### src/rtl/clkdiv_ctrl.sv
// clkdiv_ctrl: run-time controller for the programmable clock divider.
// Holds the active divisor, accepts new divisors via valid/ready and applies
// them only on period boundaries. Sequences start/stop and optional bursts.
// Optional feature macro: CLKDIV_CTRL_BURST_EN (fixed-length bursts).
module clkdiv_ctrl #(
  parameter int unsigned         CNT_W       = 28,
  parameter logic [CNT_W-1:0]    DEF_DIVISOR = 28'd50000000,
  parameter int unsigned         BURST_W     = 16
) (
  input  logic               clock_in,
  input  logic               reset_n,
  input  logic               cfg_valid,
  input  logic [CNT_W-1:0]   cfg_divisor,
  output logic               cfg_ready,
  input  logic               start,
  input  logic               stop,
  input  logic [BURST_W-1:0] burst_len,
  output logic               clock_out,
  output logic               tick,
  output logic               busy,
  output logic               done
);

  typedef enum logic [1:0] {S_IDLE, S_RUN, S_STOPPING} state_e;

  localparam logic [CNT_W-1:0] MIN_DIV = CNT_W'(2);

  state_e             state_q, state_d;
  logic [CNT_W-1:0]   div_q, div_d;
  logic [CNT_W-1:0]   pend_q, pend_d;
  logic               pend_vld_q, pend_vld_d;
  logic [CNT_W-1:0]   cnt_q, cnt_d;
  logic               clk_q, clk_d;
  logic               tick_q, tick_d;
  logic               done_q, done_d;
  logic               boundary;
  logic               accept;
  logic [CNT_W-1:0]   cfg_clamped;

`ifdef CLKDIV_CTRL_BURST_EN
  logic [BURST_W-1:0] burst_n_q, burst_n_d;
  logic [BURST_W-1:0] per_q, per_d;
`else
  logic               unused_burst_len;
  assign unused_burst_len = ^burst_len;
`endif

  assign cfg_ready   = ~pend_vld_q;
  assign accept      = cfg_valid & ~pend_vld_q;
  assign cfg_clamped = (cfg_divisor < MIN_DIV) ? MIN_DIV : cfg_divisor;
  assign boundary    = (state_q != S_IDLE) && (cnt_q == div_q - CNT_W'(1));

  assign clock_out = clk_q;
  assign tick      = tick_q;
  assign busy      = (state_q != S_IDLE);
  assign done      = done_q;

  // Next-state, counter, divisor update and registered-output precompute.
  always_comb begin
    state_d    = state_q;
    cnt_d      = cnt_q;
    div_d      = div_q;
    pend_d     = pend_q;
    pend_vld_d = pend_vld_q;
`ifdef CLKDIV_CTRL_BURST_EN
    burst_n_d  = burst_n_q;
    per_d      = per_q;
`endif

    // Pending divisor takes over exactly at the period boundary.
    if (boundary && pend_vld_q) begin
      div_d      = pend_q;
      pend_vld_d = 1'b0;
    end

    if (accept) begin
      if (state_q == S_IDLE) begin
        div_d = cfg_clamped;
      end else begin
        pend_d     = cfg_clamped;
        pend_vld_d = 1'b1;
      end
    end

    unique case (state_q)
      S_IDLE: begin
        if (start) begin
          state_d = S_RUN;
          cnt_d   = '0;
`ifdef CLKDIV_CTRL_BURST_EN
          burst_n_d = burst_len;
          per_d     = '0;
`endif
        end
      end
      S_RUN: begin
        if (boundary) begin
          cnt_d = '0;
`ifdef CLKDIV_CTRL_BURST_EN
          per_d = per_q + BURST_W'(1);
          if (stop || ((burst_n_q != '0) && (per_q == burst_n_q - BURST_W'(1)))) begin
            state_d = S_IDLE;
          end
`else
          if (stop) begin
            state_d = S_IDLE;
          end
`endif
        end else begin
          cnt_d = cnt_q + CNT_W'(1);
          if (stop) begin
            state_d = S_STOPPING;
          end
        end
      end
      S_STOPPING: begin
        if (boundary) begin
          cnt_d   = '0;
          state_d = S_IDLE;
        end else begin
          cnt_d = cnt_q + CNT_W'(1);
        end
      end
      default: begin
        state_d = S_IDLE;
        cnt_d   = '0;
      end
    endcase

    // Outputs are computed from next-state values so they are flops that
    // line up with the counter value of the coming cycle.
    clk_d  = (state_d != S_IDLE) && (cnt_d < (div_d >> 1));
    tick_d = (state_d != S_IDLE) && (cnt_d == '0);
    done_d = (state_q != S_IDLE) && (state_d == S_IDLE);
  end

  // State and datapath registers with asynchronous active-low reset.
  always_ff @(posedge clock_in or negedge reset_n) begin
    if (!reset_n) begin
      state_q    <= S_IDLE;
      cnt_q      <= '0;
      div_q      <= DEF_DIVISOR;
      pend_q     <= '0;
      pend_vld_q <= 1'b0;
      clk_q      <= 1'b0;
      tick_q     <= 1'b0;
      done_q     <= 1'b0;
    end else begin
      state_q    <= state_d;
      cnt_q      <= cnt_d;
      div_q      <= div_d;
      pend_q     <= pend_d;
      pend_vld_q <= pend_vld_d;
      clk_q      <= clk_d;
      tick_q     <= tick_d;
      done_q     <= done_d;
    end
  end

`ifdef CLKDIV_CTRL_BURST_EN
  // Burst length capture and completed-period count.
  always_ff @(posedge clock_in or negedge reset_n) begin
    if (!reset_n) begin
      burst_n_q <= '0;
      per_q     <= '0;
    end else begin
      burst_n_q <= burst_n_d;
      per_q     <= per_d;
    end
  end
`endif

endmodule
### config.mk
export PLATFORM = sky130hd
export DESIGN_NAME = clkdiv_ctrl
export DESIGN_NICKNAME = d
export VERILOG_FILES = /design/src/rtl/clkdiv_ctrl.sv
export SDC_FILE = /design/constraint.sdc
export NUM_CORES = 1
export LEC_CHECK = 0
export BUFFER_PORTS_ARGS = -buffer_cell sky130_fd_sc_hd__buf_4
export CORE_MARGIN = 2
export CORE_UTILIZATION = 35
export CTS_CLUSTER_SIZE = 16
export DETAILED_ROUTE_END_ITERATION = 8
export GPL_TIMING_DRIVEN = 0
export PLACE_DENSITY_LB_ADDON = 0.15
export SYNTH_ARGS = -nofsm -noshare
export SYNTH_HDL_FRONTEND = slang
export SYNTH_SLANG_ARGS = --single-unit
### constraint.sdc
create_clock -name clock_in -period 6.9 [get_ports clock_in]
set_clock_uncertainty 0.15 [all_clocks]
set_input_delay 0.345 -clock clock_in [delete_from_list [all_inputs] [get_ports clock_in]]
set_output_delay 0.345 -clock clock_in [all_outputs]
set_load 0.005 [all_outputs]
# [Word-level counts from Yosys, hierarchy flattened]
# Cells that the tools add are included.
[totals] register_bits=90 output_inout_bits=5 elab_cells=46
[op_classes] muxes=16 n_bitwise=3 n_reduce_logical=12 addsub=2 n_lt_le_gt_ge=2 eq_ne=3
[ops] cell="28-bit 2-to-1 mux" count=6
[ops] cell="28-bit case mux with 2 select lines" count=1
[ops] cell="28-bit by 1-bit adder with 28-bit output (second input constant)" count=1
[ops] cell="28-bit == test" count=1
[ops] cell="28-bit zero test" count=1
[ops] cell="28-bit by 2-bit < comparator with 1-bit output (second input constant)" count=1
[ops] cell="28-bit by 27-bit < comparator with 1-bit output" count=1
[ops] cell="28-bit by 1-bit subtractor with 28-bit output (second input constant)" count=1
[ops] cell="2-bit 2-to-1 mux" count=5
[ops] cell="2-bit case mux with 3 select lines" count=1
[ops] cell="1-bit logical AND" count=5
[ops] cell="2-bit zero test" count=2
[ops] cell="2-bit nonzero test" count=2
[ops] cell="1-bit 2-to-1 mux" count=3
[ops] cell="2-bit by 1-bit == test with 1-bit output (second input constant)" count=1
[ops] cell="2-bit == test (second input constant)" count=1
[ops] cell="1-bit NOT" count=2
[ops] cell="2-bit AND reduction" count=1
[ops] cell="2-bit OR reduction" count=1
[ops] cell="1-bit AND" count=1

# [Depth between registers and ports, before layout]
# Gate-level depths: netlist of the first run.
[logic_depth] depth_word=9 ltp_mapped=26 mapped_depth_nobuf=24

# [Worst setup path after synthesis of the first run]
# No wires, ideal clock.
[synth_timing] kind="register to register" startpoint="register div_q[11]" endpoint="register clk_q (netlist: clock_out)" t_required_ns=6.664 stages_incl_launch_ff=24 arrival_time_ns=4.960 setup_slack_ns=1.704 cell_sequence="dfrtp_1 > or4_4 > or4_1 > buf_6 > or4_1 > o211ai_2 > nor4_4 > nand3_1 > buf_2 > buf_2 > mux2i_1 > a21o_1 > ha_1 > a21o_1 > a21o_1 > a21o_1 > a21o_1 > a21oi_1 > nor2b_1 > o21ai_0 > nand2b_1 > o21ai_0 > o211ai_1 > nor3_1"
[synth_via] elab_chain_len=9
[synth_rtl] element="start: declaration" line="29" text="logic [CNT_W-1:0] div_q, div_d;"
[synth_rtl] element="start signal: assignment" line="151" text="div_q <= div_d;"
[synth_rtl] element="28-bit by 1-bit subtractor with 28-bit output" line="51" text="assign boundary = (state_q != S_IDLE) && (cnt_q == div_q - CNT_W'(1));"
[synth_rtl] element="28-bit == test" line="51"
[synth_rtl] element="1-bit logical AND" line="51"
[synth_rtl] element="1-bit logical AND" line="71" text="if (boundary && pend_vld_q) begin"
[synth_rtl] element="28-bit 2-to-1 mux" line="71"
[synth_rtl] element="28-bit 2-to-1 mux" line="77" text="if (state_q == S_IDLE) begin"
[synth_rtl] element="28-bit 2-to-1 mux" line="76" text="if (accept) begin"
[synth_rtl] element="28-bit by 27-bit < comparator with 1-bit output" line="132" text="clk_d = (state_d != S_IDLE) && (cnt_d < (div_d >> 1));"
[synth_rtl] element="1-bit logical AND (*)" line="132"
[synth_rtl] element="via clk_d" line="33" text="logic clk_q, clk_d;"
[synth_rtl] element="end signal: assignment" line="154" text="clk_q <= clk_d;"
[synth_rtl] element="end: declaration" line="33"
# The timed path passes the listed nets; every way through them passes the cells marked *.
# A chain may end at the register's enable or synchronous reset.

# [Final worst setup path of the first run]
# Ends and elaborated chain as after synthesis.

==> results of run 1 <==
-- worst reg2reg max path, cell delays in order (launching register included) --
cell and delay, ns:
dfrtp_1 0.47, or4_4 0.61, or4_1 0.43, buf_6 0.16, or4_1 0.52, o211ai_2 0.23, nor4_4 0.08, nand3_1 0.14
buf_2 0.37, buf_2 0.44, mux2i_1 0.14, a21o_1 0.21, ha_1 0.31, a21o_1 0.16, a21o_1 0.17, a21o_1 0.17
a21o_1 0.17, a21oi_1 0.13, nor2b_1 0.05, o21ai_0 0.14, nand2b_1 0.08, o21ai_0 0.40, o211ai_1 0.30, nor3_1 0.24
-- kinds of logic (layout without fill, tap and decap cells) --
kind of cell             Yosys count  count (layout)  synth area share [%]
AO/OA/AOI/OAI                    157             157                  17.2
XOR/XNOR                          32              32                  4.46
adder cells (fa/ha/maj)           32              32                  6.36
buffers and inverters             79             132                  5.21
flip-flops                        90              90                  36.0
multiplexers                      56              56                  9.43
AND/OR/NAND/NOR                  243             243                  21.3
-- power by group through the flow --
stage               combinational [W]  sequential, W  clock [W]
detailed placement            0.00112       0.000941          0
CTS                           0.00113       0.000932   0.000516
global placement              0.00109       0.000932          0
global route                  0.00125       0.000958   0.000539
floorplan                    0.000820       0.000867          0
finish                        0.00112       0.000930   0.000502
-- synthesized netlist by cell type, drive strengths merged (5+ instances only) --
cell type	n
inv	43
o211ai	5
nand2	40
nor2	50
a21o	41
clkbuf	24
nand4	15
a31oi	8
buf	12
nor3	24
dfrtp	78
dfstp	12
o31ai	10
a211oi	7
and3	6
nand2b	16
or4	6
nand3	29
nor2b	10
mux2i	30
xnor2	18
mux2	26
xor2	14
nor4	19
o21ai	34
a22o	5
ha	32
a21oi	24
or3	9
-- registers in the layout (all words and copies together) (netlist names) --
signal	flops
clock_out	1
cnt_q	28
div_q	28
done	1
pend_q	28
pend_vld_q	1
state_q	2
tick	1
-- cell type report --
cell class | instances | area, um2
fillers | 1800 | 10600
multi-input cells | 520 | 3700
flip-flops and latches | 90 | 2270
well taps | 229 | 287
repair buffers | 38 | 285
clock buffers | 11 | 243
plain buffers | 35 | 163
inverters | 43 | 161
clock inverters | 5 | 53.8
-- final timing paths --
path / cells after the start / to / from
worst max-delay path: 23 / clock_out$_DFF_PN0_ / div_q[11]$_DFF_PN0_
worst min-delay path: 2 / pend_q[10]$_DFFE_PN0P_ / cfg_divisor[10]
worst max register to register: 23 / clock_out$_DFF_PN0_ / div_q[11]$_DFF_PN0_
worst min register to register: 1 / pend_q[26]$_DFFE_PN0P_ / pend_q[26]$_DFFE_PN0P_
max in group asynchronous: 1 / cnt_q[20]$_DFF_PN0_ / reset_n
min in group asynchronous: 1 / pend_q[4]$_DFFE_PN0P_ / reset_n
-- per-layer routing --
| metal | vias to the layer above | share of wire (%) | track usage (%) |
|---|---|---|---|
| met5 | - | 0 | 0 |
| met1 | 2725 | 45 | 28.4 |
| met3 | 36 | 4.9 | 4.26 |
| met2 | 150 | 48 | 34.7 |
| met4 | 0 | 2.3 | 6.02 |
| li1 | 2613 | - | - |
-- stage by stage --
stage | worst slack [ns] | hold slack [ns] | total power (W) | area, um2 | std cells
after floorplan | 1.70 | -0.101 | 0.00169 | 6290 | 689
after global placement | 0.164 | 0.342 | 0.00203 | 6860 | 955
after detailed placement | 0.135 | 0.347 | 0.00206 | 6860 | 955
after CTS | 0.113 | 0.0824 | 0.00258 | 7150 | 971
after global routing | 0.0954 | 0.0853 | 0.00275 | 7160 | 971
final | 0.534 | 0.0943 | 0.00255 | 7160 | 971
-- what timing repair did --
action | CTS | global route
setup buffers | 0 | 1
hold endpoints to repair | 0 | 0
setup endpoints to repair | 0 | 1
==> flow_summary.toml, run 1 <==
[outcome]
status = "complete, no violations"

[clock_tree]
cts-root-buf = "clkbuf_16"
clock_latency_ns = 0.35
ctsHtreeMaxLevel = 3
clk_pin_slew_ns = 0.07
cts_tree = "yes"
ctsHoldBuffers = 0
cts_resized = 0
cts-buffers-inserted = 9
clockBufferDepth = 2
cts.sinks = 90

[global_route]
antenna_found_initial = 0
grt_usage_pct = 21.1
grt_pass1_wl_mm = 31.2
grt_pass1_vias = 5387
grt_max_degree = 91
overflow = 0

[route]
wl_per_cell_um = 20.4
vias = 5524
drc = 0
dr.pass1.iters = 7
via_per_inst = 5.69
ant_nets = 0
drt_iter0_markers = 390
routed_wl_mm = 19.8

[logic_synthesis]
ys_ff_latch = 90
synth-seq-area-share_pct = 36.0
yosys-top-cells-area = "dfrtp_1, ha_1, dfstp_2"
yosys_most_used_dff = "dfrtp_1"
ys_warn_count = 0
synth_cell_types = 64
avgSynthCellArea_um2 = 9.13
synthCells = 689
syn_area_um2 = 6290
postSynth.asyncResetShare_pct = 100
synth_largest_area_cell = "dfrtp_1"
synth_top_area_share_pct = 31.0
synth_nets = 770
synth-edff-count = 0

[setup_path]
crit_path_start_kind = "register"
slowest_delay_ns = 0.61
crit_family = "simple AND/OR/NAND/NOR gates"
cp_slowest_cell = "or4_4"
reg2reg_slack_ns = 0.53
critical_path_arrival_ns = 6.47
path_class = "register to register"
crit_fanout = 10
cp_num_buf_inv = 3
cp.required_ns = 7.00
endpoint_kind = "register"
crit_top_cell = "a21o_1"
crit_chain = "or4_4 > or4_1 > buf_6 > or4_1 > o211ai_2 > nor4_4 > nand3_1 > buf_2 > buf_2 > mux2i_1 > a21o_1 > ha_1 > a21o_1 > a21o_1 > a21o_1 > a21o_1 > a21oi_1 > nor2b_1 > o21ai_0 > nand2b_1 > o21ai_0 > o211ai_1 > nor3_1"

[die]
dieArea_um2 = 19100
die_h_um = 138
start_util_pct = 35.4
rows = 49
io_pins = 54
core_area_um2 = 17800
die_w_um = 138

[placed_design]
gp_congestion = 0.908
detailed_place_hpwl_mm = 15.5
io_buffers = 37

[power_and_ir_drop]
power.share.combinational_pct = 43.9
power_frac_seq_pct = 36.4
powerDensity_nw_per_um2 = 357
pwr-share-clk_pct = 19.6
p_leak_nw = 3.36
switching_power_w = 0.00105
switching_share_pct = 40.9
peakVddDrop_mv = 0.142
intPower_w = 0.00151

[flow_run]
drv_cap = 0

[final_layout]
antenna_cells = 0
final_core_util_pct = 40.2
drive_gt1_share_pct = 15.9
finalNetCount = 818
area_delta_synth_final_pct = 13.7
layout_commonest_cell = "dfrtp_1"
final_cell_mix = "dfrtp_1, nor2_1, inv_1"

[sta]
drv_slew = 0
timing.fmax_mhz = 157
rsz0062_at_grt = "false"
slew_headroom_pct = 19.5
finalCriticalPeriod_ns = 6.37
fin_crit_sh_pct = 92.3
hold_viol_final = 0
final-setup-viol-count = 0
worstMarginPinSlew_ns = 1.21
fin_setup_tns_ns = 0

[min_path]
hold_path_class = "input pin to register"
No activity file was read; power rests on OpenSTA's default activity.
==> run 2: changes to the inputs <==
- PLACE_DENSITY: not set -> 0.6
- PLACE_DENSITY_LB_ADDON: 0.15 -> not set
- SKIP_LAST_GASP: not set -> 1
==> run 2 against run 1 <==
  * Routed wire length down 6.0%
  * Register-to-register slack got worse by 0.18 ns
  * Global-route usage fell by 0.98 points
  * Largest power group unchanged
==> flow_summary.toml, run 2 (same netlist as run 1, synthesis figures left out) <==
[sta]
fin_crit_sh_pct = 94.9
final-setup-viol-count = 0
fin_setup_tns_ns = 0
holdWs_ns = 0.0683
finalCriticalPeriod_ns = 6.55
slew_headroom_pct = 22.0
timing.fmax_mhz = 153
hold_viol_final = 0
setup_ws_ns = 0.353
rsz0062_at_grt = "false"
drv_slew = 0
worstMarginPinSlew_ns = 1.17

[route]
via_per_inst = 5.57
ant_nets = 0
routed_wl_mm = 18.6
drc = 0
vias = 5408
wl_per_cell_um = 19.2
dr.pass1.iters = 6
drt_iter0_markers = 429

[final_layout]
finalNetCount = 818
largestRegisters = "cnt_q: 28 flops, div_q: 28 flops, pend_q: 28 flops"
final_cell_mix = "dfrtp_1, nor2_1, inv_1"
final_cells = 971
final_core_util_pct = 40.1
drive_gt1_share_pct = 15.5
antenna_cells = 0
layout_commonest_cell = "dfrtp_1"
area_delta_synth_final_pct = 13.3

[die]
die_h_um = 138
dieArea_um2 = 19100
core_area_um2 = 17800
rows = 49
die_w_um = 138
start_util_pct = 35.4
io_pins = 54

[global_route]
grt_pass1_wl_mm = 30.0
grt_max_degree = 91
grt_usage_pct = 20.1
grt_pass1_vias = 5350
antenna_found_initial = 0
overflow = 0

[setup_path]
crit_family = "simple AND/OR/NAND/NOR gates"
cp.required_ns = 6.98
cp_slowest_cell = "or4_4"
crit_path_start_kind = "register"
crit_top_cell = "a21o_1"
critical_path_arrival_ns = 6.63
endpoint_kind = "register"
crit_fanout = 10
crit_chain = "or4_4 > or4_1 > buf_6 > or4_1 > o211ai_2 > nor4_4 > nand3_1 > buf_2 > buf_2 > mux2i_1 > a21o_1 > ha_1 > a21o_1 > a21o_1 > a21o_1 > a21o_1 > a21oi_1 > nor2b_1 > o21ai_0 > nand2b_1 > o21ai_0 > o211ai_1 > nor3_1"
slowest_delay_ns = 0.61
cp_num_buf_inv = 3
path_class = "register to register"

[outcome]
status = "complete, no violations"

[clock_tree]
cts.sinks = 90
cts_tree = "yes"
clock_latency_ns = 0.36
ctsHtreeMaxLevel = 3
clk_pin_slew_ns = 0.07
cts-buffers-inserted = 9
clockBufferDepth = 2
cts-root-buf = "clkbuf_16"

[placed_design]
gp_congestion = 0.951
placedCellCount = 955
io_buffers = 37
detailed_place_hpwl_mm = 14.3
post-place-ws_ns = 0.142

[min_path]
hold_path_class = "input pin to asynchronous set/reset pin"

[flow_run]
drv_cap = 0

[power_and_ir_drop]
p_leak_nw = 3.34
peakVddDrop_mv = 0.141
powerDensity_nw_per_um2 = 351
-- run 2: worst paths after layout --
path	start	end	slack [ns]	cells after the start
min	reset_n	div_q[5]$_DFF_PN0_	0.07	1
min reg2reg	pend_q[23]$_DFFE_PN0P_	pend_q[23]$_DFFE_PN0P_	0.36	1
max	div_q[11]$_DFF_PN0_	clock_out$_DFF_PN0_	0.35	23
max in group asynchronous	reset_n	cnt_q[22]$_DFF_PN0_	5.77	1
min in group clock_in	cfg_divisor[10]	pend_q[10]$_DFFE_PN0P_	0.09	2
max reg2reg	div_q[11]$_DFF_PN0_	clock_out$_DFF_PN0_	0.35	23
-- run 2: where the power goes --
part | internal [W] | switching, W
Combinational | 0.000481 | 0.000632
Sequential | 0.000737 | 0.000184
Clock | 0.000255 | 0.000211
-- run 2: layer usage --
| metal | track usage (%) | part of all wire, % |
|---|---|---|
| met1 | 28.2 | 47 |
| met2 | 31.2 | 44 |
| met3 | 4.12 | 6.5 |
| met4 | 6.71 | 2.3 |
| met5 | 0 | 0 |
-- run 2: repair_timing --
| action | CTS | global route |
|---|---|---|
| setup buffers | 0 | 1 |
| hold buffers | 0 | 0 |
| hold endpoints to repair | 0 | 0 |
| setup endpoints to repair | 0 | 1 |
| gates resized for setup | 0 | 0 |
-- run 2: stage by stage --
step,area (um2),power (W)
4_1_cts,7120,0.00252
3_5_place_dp,6860,0.00204
2_1_floorplan,6290,0.00169
6_report,7130,0.00250
5_1_grt,7130,0.00270
3_3_place_gp,6860,0.00202
-- run 2: worst reg2reg max path, stage by stage (launching register included) --
cell,delay [ns]
dfrtp_1,0.47
or4_4,0.61
or4_1,0.44
buf_6,0.17
or4_1,0.52
o211ai_2,0.27
nor4_4,0.10
nand3_1,0.15
buf_2,0.36
buf_2,0.44
mux2i_1,0.14
a21o_1,0.20
ha_1,0.31
a21o_1,0.16
a21o_1,0.16
a21o_1,0.16
a21o_1,0.17
a21oi_1,0.14
nor2b_1,0.05
o21ai_0,0.14
nand2b_1,0.12
o21ai_0,0.40
o211ai_1,0.25
nor3_1,0.33
-- run 2: area by class of cell --
class | instances | area (um2)
buffer | 35 | 163
clock buffer | 14 | 254
clock inverter | 2 | 13.8
fill | 1870 | 10700
inverter | 43 | 161
multi-input combinational | 520 | 3700
sequential | 90 | 2270
tap | 229 | 287
timing repair buffer | 38 | 285
==> run 3: changes to the inputs <==
- clock period: 6.9 -> 8.05 ns (I/O delays scaled with it)
==> run 3 against run 2 <==
  * Register-to-register slack improved by 0.64 ns
  * Sequential share of layout area barely moved
  * Global-route usage did not move
  * Die area did not move
  * Hold slack improved by 0.051 ns
  * Critical path depth did not move
  * Flip-flop and latch count did not move
  * Sequential power fell by 14%
  * Largest power group unchanged
==> flow_summary.toml, run 3 (same netlist as run 1, synthesis figures left out) <==
[clock_tree]
clk_pin_slew_ns = 0.07
cts.sinks = 90
cts-root-buf = "clkbuf_16"
clockBufferDepth = 2
ctsHtreeMaxLevel = 3
ctsHoldBuffers = 0
cts_resized = 0
cts-buffers-inserted = 9
cts_setup_buffers = 0
cts_tree = "yes"
clock_latency_ns = 0.36

[global_route]
grt_max_degree = 91
grt_pass1_vias = 5350
antenna_found_initial = 0
overflow = 0
grt_pass1_wl_mm = 30.0
grt_usage_pct = 20.1

[power_and_ir_drop]
power_frac_seq_pct = 36.6
power_w = 0.00215
switching_share_pct = 41.3
pwr-share-clk_pct = 18.6
p_leak_nw = 3.34
switching_power_w = 0.000890
power.share.combinational_pct = 44.8
peakVddDrop_mv = 0.121
intPower_w = 0.00126
powerDensity_nw_per_um2 = 302

[route]
via_per_inst = 5.58
dr.pass1.iters = 5
drt_iter0_markers = 436
drc = 0
vias = 5420
wl_per_cell_um = 19.3
routed_wl_mm = 18.7
ant_nets = 0

[setup_path]
crit_top_cell = "a21o_1"
crit_path_start_kind = "register"
endpoint_kind = "register"
cp.required_ns = 8.13
slowest_delay_ns = 0.59
crit_fanout = 10
crit_chain = "clkbuf_1 > nor4_4 > nand4_1 > or3_1 > a22o_1 > nor4_4 > nand2_2 > nand2_2 > buf_2 > clkbuf_1 > o31ai_1 > ha_1 > a21o_1 > a21o_1 > a21o_1 > a21o_1 > a21oi_1 > nor2b_1 > o21ai_0 > nand2b_1 > o21ai_0 > o211ai_1 > nor3_1"
cp_slowest_cell = "nor4_4"
path_class = "register to register"
reg2reg_slack_ns = 0.99
critical_path_arrival_ns = 7.14

[die]
dieArea_um2 = 19100
rows = 49
die_h_um = 138
core_area_um2 = 17800
die_w_um = 138
start_util_pct = 35.4
io_pins = 54

[sta]
fin_crit_sh_pct = 87.7
worstMarginPinSlew_ns = 1.18
final-setup-viol-count = 0
fin_setup_tns_ns = 0
finalCriticalPeriod_ns = 7.06
hold_viol_final = 0
slew_headroom_pct = 21.6
drv_slew = 0
rsz0062_at_grt = "false"
timing.fmax_mhz = 142

[final_layout]
finalNetCount = 818
drive_gt1_share_pct = 15.4
final_cell_mix = "dfrtp_1, nor2_1, inv_1"
stdcell_area_um2 = 7120
largestRegisters = "cnt_q: 28 flops, div_q: 28 flops, pend_q: 28 flops"
antenna_cells = 0
layout_commonest_cell = "dfrtp_1"
area_delta_synth_final_pct = 13.2

[placed_design]
io_buffers = 37
placed_area_um2 = 6860
detailed_place_hpwl_mm = 14.3
gp_congestion = 0.951

[outcome]
status = "complete, no violations"

[min_path]
hold_path_class = "input pin to asynchronous set/reset pin"

[flow_run]
drv_cap = 0
[run 3: worst max-delay path, delay by kind of cell (launching register included)]
kind                     cells  cell delay [ns]
flip-flops                   1             0.36
AND/OR/NAND/NOR              9             2.92
adder cells (fa/ha/maj)      1             0.23
buffers and inverters        3             1.14
AO/OA/AOI/OAI               10             2.10
[run 3: routing by layer]
metal | vias to the layer above | routed length [um] | share of wire [%] | track usage (%)
met1 | 2623 | 8900 | 48 | 28.2
met5 | - | 0 | 0 | 0
li1 | 2611 | - | - | -
met3 | 25 | 1100 | 5.8 | 4.12
met4 | 0 | 399 | 2.1 | 6.71
met2 | 161 | 8340 | 45 | 31.2
[run 3: final cells by class]
class / count / area, um2
plain buffers: 36 / 166
clock buffers: 14 / 254
clock inverters: 2 / 13.8
fillers: 1872 / 10700
inverters: 43 / 161
multi-input cells: 520 / 3700
flip-flops and latches: 90 / 2270
well taps: 229 / 287
repair buffers: 37 / 278
[run 3: power groups by stage]
stage                     combinational (W)  sequential [W]  clock, W
after global placement             0.000943        0.000792         0
final                              0.000965        0.000789  0.000400
after floorplan                    0.000703        0.000743         0
after detailed placement           0.000952        0.000796         0
after global routing                0.00108        0.000815  0.000423
after CTS                          0.000958        0.000789  0.000410
[run 3: final timing paths]
| kind | startpoint | end | cells after the start |
|---|---|---|---|
| max | div_q[2]$_DFF_PN0_ | clock_out$_DFF_PN0_ | 23 |
| min | reset_n | div_q[6]$_DFF_PN0_ | 1 |
| max reg2reg | div_q[2]$_DFF_PN0_ | clock_out$_DFF_PN0_ | 23 |
| min reg2reg | pend_q[23]$_DFFE_PN0P_ | pend_q[23]$_DFFE_PN0P_ | 1 |
| min in group clock_in | cfg_divisor[10] | pend_q[10]$_DFFE_PN0P_ | 2 |
| max in group asynchronous | reset_n | cnt_q[22]$_DFF_PN0_ | 1 |
[run 3: metrics by stage]
stage / hold slack [ns] / utilization [%] / setup slack [ns] / instances
floorplan: -0.0431 / - / 2.85 / 689
global placement: 0.342 / 38.6 / 1.28 / 955
detailed placement: 0.348 / 38.6 / 1.29 / 955
CTS: 0.137 / 40.1 / 1.27 / 971
global route: 0.148 / 40.1 / 0.717 / 971
finish: 0.119 / 40.1 / 0.990 / 971
